<file path="config.mk">
export PLATFORM = sky130hd
export DESIGN_NAME = id_stage
export DESIGN_NICKNAME = d
export VERILOG_FILES = /design/src/rtl/scc_pkg.sv /design/src/rtl/id_skid_buf.sv /design/src/rtl/id_stage.sv
export SDC_FILE = /design/constraint.sdc
export NUM_CORES = 1
export LEC_CHECK = 0
export ABC_AREA = 1
export BUFFER_PORTS_ARGS = -buffer_cell sky130_fd_sc_hd__buf_2
export CORE_ASPECT_RATIO = 2
export CORE_MARGIN = 8
export CORE_UTILIZATION = 51
export DETAILED_ROUTE_END_ITERATION = 7
export GPL_ROUTABILITY_DRIVEN = 0
export PLACE_DENSITY_LB_ADDON = 0.12
export SLEW_MARGIN = 20
export SYNTH_ARGS = -nofsm -noshare
export SYNTH_HDL_FRONTEND = slang
export SYNTH_SLANG_ARGS = --single-unit
</file>
<file path="constraint.sdc">
create_clock -name clk -period 1.2 [get_ports clk]
set_input_delay 0.24 -clock clk [delete_from_list [all_inputs] [get_ports clk]]
set_output_delay 0.24 -clock clk [all_outputs]
set_load 0.005 [all_outputs]
</file>
<file path="src/rtl/scc_pkg.sv">
// Shared decode definitions: instruction field positions, first-level
// decode encodings, the decoded bundle type and the field-extraction helper.
package scc_pkg;

   localparam int INSTR_BITS = 32;
   localparam int REG_BITS   = 3;
   localparam int NUM_REGS   = 8;

   localparam int FLD_HI      = 31;
   localparam int FLD_LO      = 30;
   localparam int SPECIAL_BIT = 29;
   localparam int SLD_HI      = 28;
   localparam int SLD_LO      = 25;
   localparam int ALU_OC_HI   = 24;
   localparam int ALU_OC_LO   = 22;
   localparam int B_COND_HI   = 24;
   localparam int B_COND_LO   = 21;
   localparam int DEST_HI     = 21;
   localparam int DEST_LO     = 19;
   localparam int OP_1_HI     = 18;
   localparam int OP_1_LO     = 16;
   localparam int OP_2_HI     = 15;
   localparam int OP_2_LO     = 13;
   localparam int IMM_HI      = 15;
   localparam int IMM_LO      = 0;

   // Only FLD_NO_WB marks an instruction that leaves the register file untouched.
   typedef enum logic [1:0] {
      FLD_0     = 2'b00,
      FLD_1     = 2'b01,
      FLD_2     = 2'b10,
      FLD_NO_WB = 2'b11
   } fld_e;

   typedef struct packed {
      fld_e                fld;
      logic                special;
      logic [3:0]          sld;
      logic [2:0]          alu_oc;
      logic [3:0]          b_cond;
      logic [REG_BITS-1:0] dest_reg;
      logic [REG_BITS-1:0] op_1_reg;
      logic [REG_BITS-1:0] op_2_reg;
      logic [15:0]         immediate;
   } bundle_t;

   function automatic bundle_t decode(input logic [INSTR_BITS-1:0] instr);
      bundle_t b;
      b.fld       = fld_e'(instr[FLD_HI:FLD_LO]);
      b.special   = instr[SPECIAL_BIT];
      b.sld       = instr[SLD_HI:SLD_LO];
      b.alu_oc    = instr[ALU_OC_HI:ALU_OC_LO];
      b.b_cond    = instr[B_COND_HI:B_COND_LO];
      b.dest_reg  = instr[DEST_HI:DEST_LO];
      b.op_1_reg  = instr[OP_1_HI:OP_1_LO];
      b.op_2_reg  = instr[OP_2_HI:OP_2_LO];
      b.immediate = instr[IMM_HI:IMM_LO];
      return b;
   endfunction

endpackage

</file>
<file path="src/rtl/id_skid_buf.sv">
// Two-entry (output + skid) elastic buffer for the decoded bundle; the
// upstream ready is a flop so it never depends combinationally on out_ready.
module id_skid_buf
   import scc_pkg::*;
(
   input  logic    clk,
   input  logic    rst_n,
   input  logic    flush,
   input  logic    in_valid,
   input  bundle_t in_data,
   output logic    in_ready,
   output logic    out_valid,
   output bundle_t out_data,
   input  logic    out_ready
);

   logic    ready_q, ready_d;
   logic    out_valid_q, out_valid_d;
   logic    skid_valid_q, skid_valid_d;
   bundle_t out_q, out_d;
   bundle_t skid_q, skid_d;
   logic    up, down;

   assign up   = in_valid && ready_q;
   assign down = out_valid_q && out_ready;

   // NOTE: every always_comb output gets a default first, so no path leaves it unassigned and no latch is inferred.
   always_comb begin
      out_valid_d  = out_valid_q;
      skid_valid_d = skid_valid_q;
      out_d        = out_q;
      skid_d       = skid_q;
      if (flush) begin
         out_valid_d  = 1'b0;
         skid_valid_d = 1'b0;
      end else if (!out_valid_q || down) begin
         // Output slot frees up: the skid entry is older, so it goes first.
         if (skid_valid_q) begin
            out_d        = skid_q;
            out_valid_d  = 1'b1;
            skid_valid_d = 1'b0;
         end else if (up) begin
            out_d       = in_data;
            out_valid_d = 1'b1;
         end else begin
            out_valid_d = 1'b0;
         end
      end else if (up) begin
         skid_d       = in_data;
         skid_valid_d = 1'b1;
      end
      ready_d = !skid_valid_d;
   end

   // NOTE: the data entries are reset as well because they drive visible outputs that must read 0 during reset.
   always_ff @(posedge clk or negedge rst_n) begin
      if (!rst_n) begin
         ready_q      <= 1'b0;
         out_valid_q  <= 1'b0;
         skid_valid_q <= 1'b0;
         out_q        <= '0;
         skid_q       <= '0;
      end else begin
         // NOTE: state registers use non-blocking assignments so all flops update together at the edge.
         ready_q      <= ready_d;
         out_valid_q  <= out_valid_d;
         skid_valid_q <= skid_valid_d;
         out_q        <= out_d;
         skid_q       <= skid_d;
      end
   end

   assign in_ready  = ready_q;
   assign out_valid = out_valid_q;
   assign out_data  = out_q;

endmodule

</file>
<file path="src/rtl/id_stage.sv">
// Instruction decode stage: field decode into a registered 2-entry bundle
// buffer, flag register, and an optional busy-register scoreboard (ID_SCOREBOARD_EN).
module id_stage
   import scc_pkg::*;
#(
   parameter int INSTR_W = 32,
   parameter int REG_AW  = 3
) (
   input  logic              clk,
   input  logic              rst_n,
   input  logic              if_valid,
   input  logic [INSTR_W-1:0] if_instr,
   output logic              if_ready,
   output logic              ex_valid,
   input  logic              ex_ready,
   output logic [1:0]        fld,
   output logic              special,
   output logic [3:0]        sld,
   output logic [2:0]        alu_oc,
   output logic [3:0]        b_cond,
   output logic [REG_AW-1:0] dest_reg,
   output logic [REG_AW-1:0] pointer_reg,
   output logic [REG_AW-1:0] op_1_reg,
   output logic [REG_AW-1:0] op_2_reg,
   output logic [15:0]       immediate,
   output logic [15:0]       offset,
   output logic [3:0]        flags,
   input  logic              flush,
   input  logic [3:0]        flags_in,
   input  logic              flags_we,
   input  logic              wb_valid,
   input  logic [REG_AW-1:0] wb_reg
);

   bundle_t dec_b;
   bundle_t out_b;
   logic    buf_valid;
   logic    buf_ready_dn;
   logic    stall;
   logic [3:0] flags_q;

   assign dec_b = decode(if_instr[INSTR_BITS-1:0]);

   id_skid_buf u_skid_buf (
      .clk       (clk),
      .rst_n     (rst_n),
      .flush     (flush),
      .in_valid  (if_valid),
      .in_data   (dec_b),
      .in_ready  (if_ready),
      .out_valid (buf_valid),
      .out_data  (out_b),
      .out_ready (buf_ready_dn)
   );

   // A stalled entry stays in the output slot and is retried every cycle.
   assign ex_valid     = buf_valid && !stall;
   assign buf_ready_dn = ex_ready && !stall;

`ifdef ID_SCOREBOARD_EN
   logic [NUM_REGS-1:0] busy_q, busy_d;

   always_comb begin
      busy_d = busy_q;
      if (ex_valid && ex_ready && (out_b.fld != FLD_NO_WB))
         busy_d[out_b.dest_reg] = 1'b1;
      // Applied last so a retire wins over an issue to the same register.
      if (wb_valid)
         busy_d[wb_reg] = 1'b0;
   end

   always_ff @(posedge clk or negedge rst_n) begin
      if (!rst_n) busy_q <= '0;
      else        busy_q <= busy_d;
   end

   assign stall = busy_q[out_b.op_1_reg] || busy_q[out_b.op_2_reg];
`else
   logic unused_wb;
   assign unused_wb = ^{wb_valid, wb_reg};
   assign stall     = 1'b0;
`endif

   always_ff @(posedge clk or negedge rst_n) begin
      if (!rst_n)        flags_q <= '0;
      else if (flags_we) flags_q <= flags_in;
   end

   assign fld         = out_b.fld;
   assign special     = out_b.special;
   assign sld         = out_b.sld;
   assign alu_oc      = out_b.alu_oc;
   assign b_cond      = out_b.b_cond;
   assign dest_reg    = REG_AW'(out_b.dest_reg);
   assign pointer_reg = REG_AW'(out_b.op_1_reg);
   assign op_1_reg    = REG_AW'(out_b.op_1_reg);
   assign op_2_reg    = REG_AW'(out_b.op_2_reg);
   assign immediate   = out_b.immediate;
   assign offset      = out_b.immediate;
   assign flags       = flags_q;

endmodule

</file>
==> summary.md, run 1 <==
| Metric | Value |
|---|---|
| WP data arrival | `approximately 1400 ps` |
| Final Setup Violations | `0` |
| Worst vdd ir | `approximately 1.1 mV` |
| Drt drc | `0` |
| Clock Path Buffers | `2` |
| Hold Path End | `flags[1]` |
| Clock skew | `4.53 ps` |
| Most frequent cells in the layout | `nand2_1, buf_2, dfrtp_1` |
| Setup Buffers After CTS | `0` |
| RR Endpoint | `u_skid_buf.skid_q[19]` |
| Startpoint types | `flip-flop` |
| Layout cells sized above 1 | `0.286` |
| Final worst-path cycle share | `0.955` |
| Slew headroom | `0.779` |
| Yosys top cell area share | `0.524` |
| Wire per inst | `between 10 and 15 µm` |
| R2R cell count | `5` |
| Yosys warns | `0` |
| Min cycle time layout | `1150 ps` |
| Core Region | `between 0.006 and 0.007 mm²` |
| Final Slew Violations | `0` |
| Total track usage | `0.176` |
| Leakage dissipation | `roughly 2.5 nW` |
| Largest net degree at the start of global routing | `34` |
| Sequential share of the synthesized area | `0.524` |
| Status | `finished clean` |
| Syn Area/Cell | `between 7 and 8 µm²` |
| Setup Crit Path Kind | `flip-flop to flip-flop` |
| Power per cell area | `1620 mW/mm²` |
| Commonest non-fill, non-tap cell in the layout | `nand2_1` |
| Initial antenna violation count | `0` |
| # IOs | `110` |
| FF+latch count, synth | `between 70 and 80` |
| MaxCap Viol Count | `0` |
| Cell taking the most area after synthesis | `dfrtp_1` |
| Post-route ant nets | `0` |
| Port Buf Inserts | `105` |
| Clock Pin Slew Worst Setup and Hold Paths | `50 ps` |
| Post-Synthesis Cell Area | `between 0.003 and 0.004 mm²` |
| Hold Path Class | `input pin to flip-flop` |
| Die area | `0.00967 mm²` |
| Hold path depth | `2` |
| Final WL | `a little over 8 mm` |
| H-tree depth | `3` |
| Dpl cells | `590` |
| Cells taking the most area after synthesis | `dfrtp_1, nand2_1, nand3_1` |
| Drt initial violations | `150` |
| R2r setup slk | `about 54 ps` |
| Hpwl dp | `approximately 6 mm` |
| Routed vias/inst | `4.84` |
| Worst r2r src | `u_skid_buf.out_valid` |
| Worst slew pin tran | `between 300 and 400 ps` |
| Area Growth Syn to Fin | `24.4%` |
| Vias in the first global route | `between 2000 and 3000` |
| Final std cells w/o fill | `606` |
| Row cnt | `42` |
| TritonRoute pass-1 iters | `4` |
| Syn Nets | `476` |
| Antenna fix cells | `0` |
| Via count | `2934` |
| Worst-skew pair later-pin latency | `330 ps` |
| Global route total overflow | `0` |
| Hold Violations, Final | `0` |
| Wire length of the first global-routing pass | `~13 mm` |
| FILL cells | `around 630` |
| TritonCTS Buffers | `9` |
| Die Ht | `131 µm` |
| CP Capture Type | `flip-flop` |
| Total power | `6.81 mW` |
| Clock root buffer master | `clkbuf_16` |
| Hold Startpoint | `flags_in[1]` |
| RSZ-0062 raised after global routing | `true` |
| Fin Hold WS | `142 ps` |
| Clock sinks | `71` |
| Setup Total Neg Slack | `0 ps` |
| Crit-path max FO | `16` |
| Mapped Cells | `430` |
| Yosys cell types | `15` |
| F_max | `about 870 MHz` |
| Net count, final | `561` |
| Req. time, crit path | `between 1000 and 1500 ps` |
| Initial Util | `0.520` |
| Die W | `approximately 74 µm` |
| TritonCTS clock tree | `built` |
critical path, stage by stage (launching register included):
cell and delay, ps:
dfrtp_1 420, nand2_2 120, nor2_4 170, clkbuf_16 210, nand3_1 70, nand2_1 80
flip-flops by register name (all words and copies together) (netlist names):
| signal | cells |
|---|---|
| flags | 4 |
| u_skid_buf.in_ready | 1 |
| u_skid_buf.out_data | 32 |
| u_skid_buf.out_valid | 1 |
| u_skid_buf.skid_q | 32 |
| u_skid_buf.skid_valid_q | 1 |
stage by stage:
stage                     instance area (µm²)  setup slack (ps)   util
after CTS                                4170              57.8  0.640
after detailed placement                 3900              66.2  0.598
final                                    4210              53.8  0.647
after floorplan                          3390              96.5      -
after global placement                   3900              92.4  0.598
after global routing                     4210             -10.3  0.647
cell usage after synthesis, drive strengths merged:
library cell / count
buf: 45
nand2: 228
nor2: 2
clkbuf: 6
dfrtp: 71
a21oi: 1
o21ai: 1
mux2: 4
inv: 6
nand3: 66
worst max-delay path by stage:
| stage | slack, ps | from | endpoint |
|---|---|---|---|
| floorplan | 100 | u_skid_buf.skid_valid_q | u_skid_buf.out_valid |
| global placement | 90 | ex_ready | u_skid_buf.skid_q[19] |
| detailed placement | 70 | ex_ready | u_skid_buf.skid_q[34] |
| CTS | 60 | u_skid_buf.skid_valid_q | u_skid_buf.out_data[12] |
| global route | -10 | u_skid_buf.in_ready | u_skid_buf.skid_q[38] |
| finish | 50 | u_skid_buf.out_valid | u_skid_buf.skid_q[19] |
cell type report:
type                            instances  area [µm²]  area share
Sequential cell                        71        1780       0.422
Multi-Input combinational cell        302        1270       0.303
Timing Repair Buffer                  125         764       0.181
Clock buffer                           13         260      0.0618
Tap cell                               88         110      0.0261
Inverter                                6        22.5     0.00534
Clock inverter                          1        5.00     0.00119
power by group:
part | total (mW) | internal [mW] | switching (mW)
Combinational | 1.28 | 0.589 | 0.687
Sequential | 3.16 | 2.89 | 0.270
Clock | 2.38 | 1.48 | 0.892
Total | 6.81 | 4.96 | 1.85
logic make-up after synthesis:
| family | count (synthesis) | synth area share |
|---|---|---|
| AO/OA/AOI/OAI | 2 | 0.00295 |
| buffers and inverters | 57 | 0.104 |
| flip-flops | 71 | 0.524 |
| multiplexers | 4 | 0.0133 |
| AND/OR/NAND/NOR | 296 | 0.355 |
repair_timing:
item,4_1_cts,5_1_grt
hold buffers,1,0
setup endpoints to repair,0,50
resized for setup,0,4
hold endpoints to repair,21,0
metal layers:
layer | share of wire | vias up | track usage
met5 | 0 | - | 0
met4 | 0.017 | 0 | 0.0818
met3 | 0.069 | 9 | 0.0495
met2 | 0.48 | 94 | 0.283
met1 | 0.44 | 1340 | 0.207
li1 | - | 1491 | -
No activity file was read; power rests on OpenSTA's default activity.
==> run 2: changes to the inputs <==
- REMOVE_ABC_BUFFERS: unset -> 1
==> summary.md, run 2 (synthesis results as in run 1) <==
| Metric | Value |
|---|---|
| Status | `finished clean` |
| Port Buf Inserts | `approximately 110` |
| Setup Total Neg Slack | `0 ps` |
| Clock Pin Slew Worst Setup and Hold Paths | `around 50 ps` |
| Initial Util | `0.520` |
| Total track usage | `0.186` |
| Die W | `between 70 and 80 µm` |
| Min cycle time layout | `about 1200 ps` |
| Die area | `roughly 0.0097 mm²` |
| Core Region | `0.00652 mm²` |
| Net count, final | `around 570` |
| # IOs | `110` |
| Power per cell area | `between 1500 and 2000 mW/mm²` |
| TritonCTS Buffers | `9` |
| Hold Violations, Final | `0` |
| Internal power | `~5.2 mW` |
| Initial antenna violation count | `0` |
| Final Slew Violations | `0` |
| TritonCTS clock tree | `built` |
| RSZ-0062 raised after global routing | `true` |
| Startpoint types | `flip-flop` |
| Sw Share | `0.273` |
| Largest net degree at the start of global routing | `34` |
| Wire per inst | `14.7 µm` |
| TritonRoute pass-1 iters | `4` |
| Final WL | `9.07 mm` |
| Hold Path Class | `input pin to flip-flop` |
| Most frequent cells in the layout | `nand2_1, buf_2, dfrtp_1` |
| Clock skew | `around 3.3 ps` |
| CP startpoint | `u_skid_buf.in_ready` |
| Layout cells sized above 1 | `0.305` |
| Wire length of the first global-routing pass | `14.2 mm` |
| Clock root buffer master | `clkbuf_16` |
| Logic pwr share | `0.188` |
| R2r setup slk | `50 ps` |
| F_max | `849 MHz` |
| Row cnt | `42` |
| Worst r2r src | `u_skid_buf.out_valid` |
| Drt initial violations | `190` |
| Vias in the first global route | `a little over 3000` |
| Sw power | `1.94 mW` |
| Final std cells w/o fill | `a little over 600` |
| Clock share of power | `0.367` |
| Final Setup Violations | `0` |
| CP Capture Type | `output port` |
| Crit-path max FO | `2` |
| MaxCap Viol Count | `0` |
| Setup Crit Path Kind | `flip-flop to output port` |
| Dpl cells | `slightly below 600` |
| Slew headroom | `0.797` |
| Global route total overflow | `0` |
| Leakage dissipation | `about 2.5 nW` |
| Drt drc | `0` |
| Die Ht | `131 µm` |
| Req. time, crit path | `960 ps` |
| Seq pwr share | `0.445` |
| Via count | `~3000` |
| CP endpoint | `if_ready` |
| Post-route ant nets | `0` |
| Worst-skew pair later-pin latency | `330 ps` |
| Routed vias/inst | `4.88` |
| Final worst-path cycle share | `0.982` |
| Fin Hold WS | `142 ps` |
| Worst vdd ir | `~1.2 mV` |
| H-tree depth | `3` |
| WP data arrival | `~940 ps` |
| Core Util, Final | `0.676` |
| Hpwl dp | `roughly 6.0 mm` |
| R2R cell count | `6` |
| Worst slew pin tran | `304 ps` |
| Area Growth Syn to Fin | `29.9%` |
| Antenna fix cells | `0` |
| Commonest non-fill, non-tap cell in the layout | `nand2_1` |
| RR Endpoint | `u_skid_buf.skid_q[2]` |
| Clock Path Buffers | `2` |
| Clock sinks | `between 70 and 80` |
[run 2: worst min-delay path by stage]
stage,endpoint,cells past startpoint,startpoint,slack (ps)
finish,flags[0],2,flags_in[0],140
global route,flags[0],2,flags_in[0],140
CTS,flags[0],2,flags_in[0],130
detailed placement,u_skid_buf.out_data[36],1,rst_n,150
global placement,u_skid_buf.out_data[36],1,rst_n,150
floorplan,flags[0],0,rst_n,-60
[run 2: timing repair]
| item | CTS | global route |
|---|---|---|
| endpoints found under the setup margin | 2 | 60 |
| cloned | 0 | 4 |
| setup buffers | 0 | 2 |
| resized for setup | 1 | 9 |
| hold buffers | 1 | 0 |
| pin swaps | 0 | 3 |
| endpoints found under the hold margin | 18 | 0 |
[run 2: per-stage QoR]
stage	worst slack, ps	power, mW	instance area (µm²)
after floorplan	-1150	3.74	3060
after global placement	35.9	4.46	3940
after detailed placement	25.4	4.50	3940
after CTS	1.16	7.13	4240
after global routing	-38.8	7.51	4400
final	21.9	7.11	4400
[run 2: final cells by class]
type | instances | area, µm²
Clock buffer | 12 | 246
Sequential cell | 71 | 1780
Fill cell | 605 | 2110
Tap cell | 88 | 110
Clock inverter | 4 | 45.0
Multi-Input combinational cell | 302 | 1310
Inverter | 6 | 22.5
Timing Repair Buffer | 133 | 891
[run 2: layer usage]
metal	global-route usage	vias to the layer above	part of all wire
li1	-	1504	-
met1	0.213	1389	0.42
met2	0.314	94	0.49
met3	0.0480	16	0.065
met4	0.0706	0	0.018
met5	0	-	0
[run 2: worst max-delay path, cell delays in order (launching register included)]
cell and delay (ps):
dfrtp_1 370, buf_4 140, buf_6 110
[run 2: power by group through the flow]
stage / Combinational [mW] / Sequential [mW] / Clock, mW
after global placement: 1.28 / 3.17 / 0
after detailed placement: 1.31 / 3.19 / 0
after CTS: 1.32 / 3.16 / 2.65
after global routing: 1.52 / 3.23 / 2.76
final: 1.34 / 3.16 / 2.61
after floorplan: 0.520 / 3.22 / 0
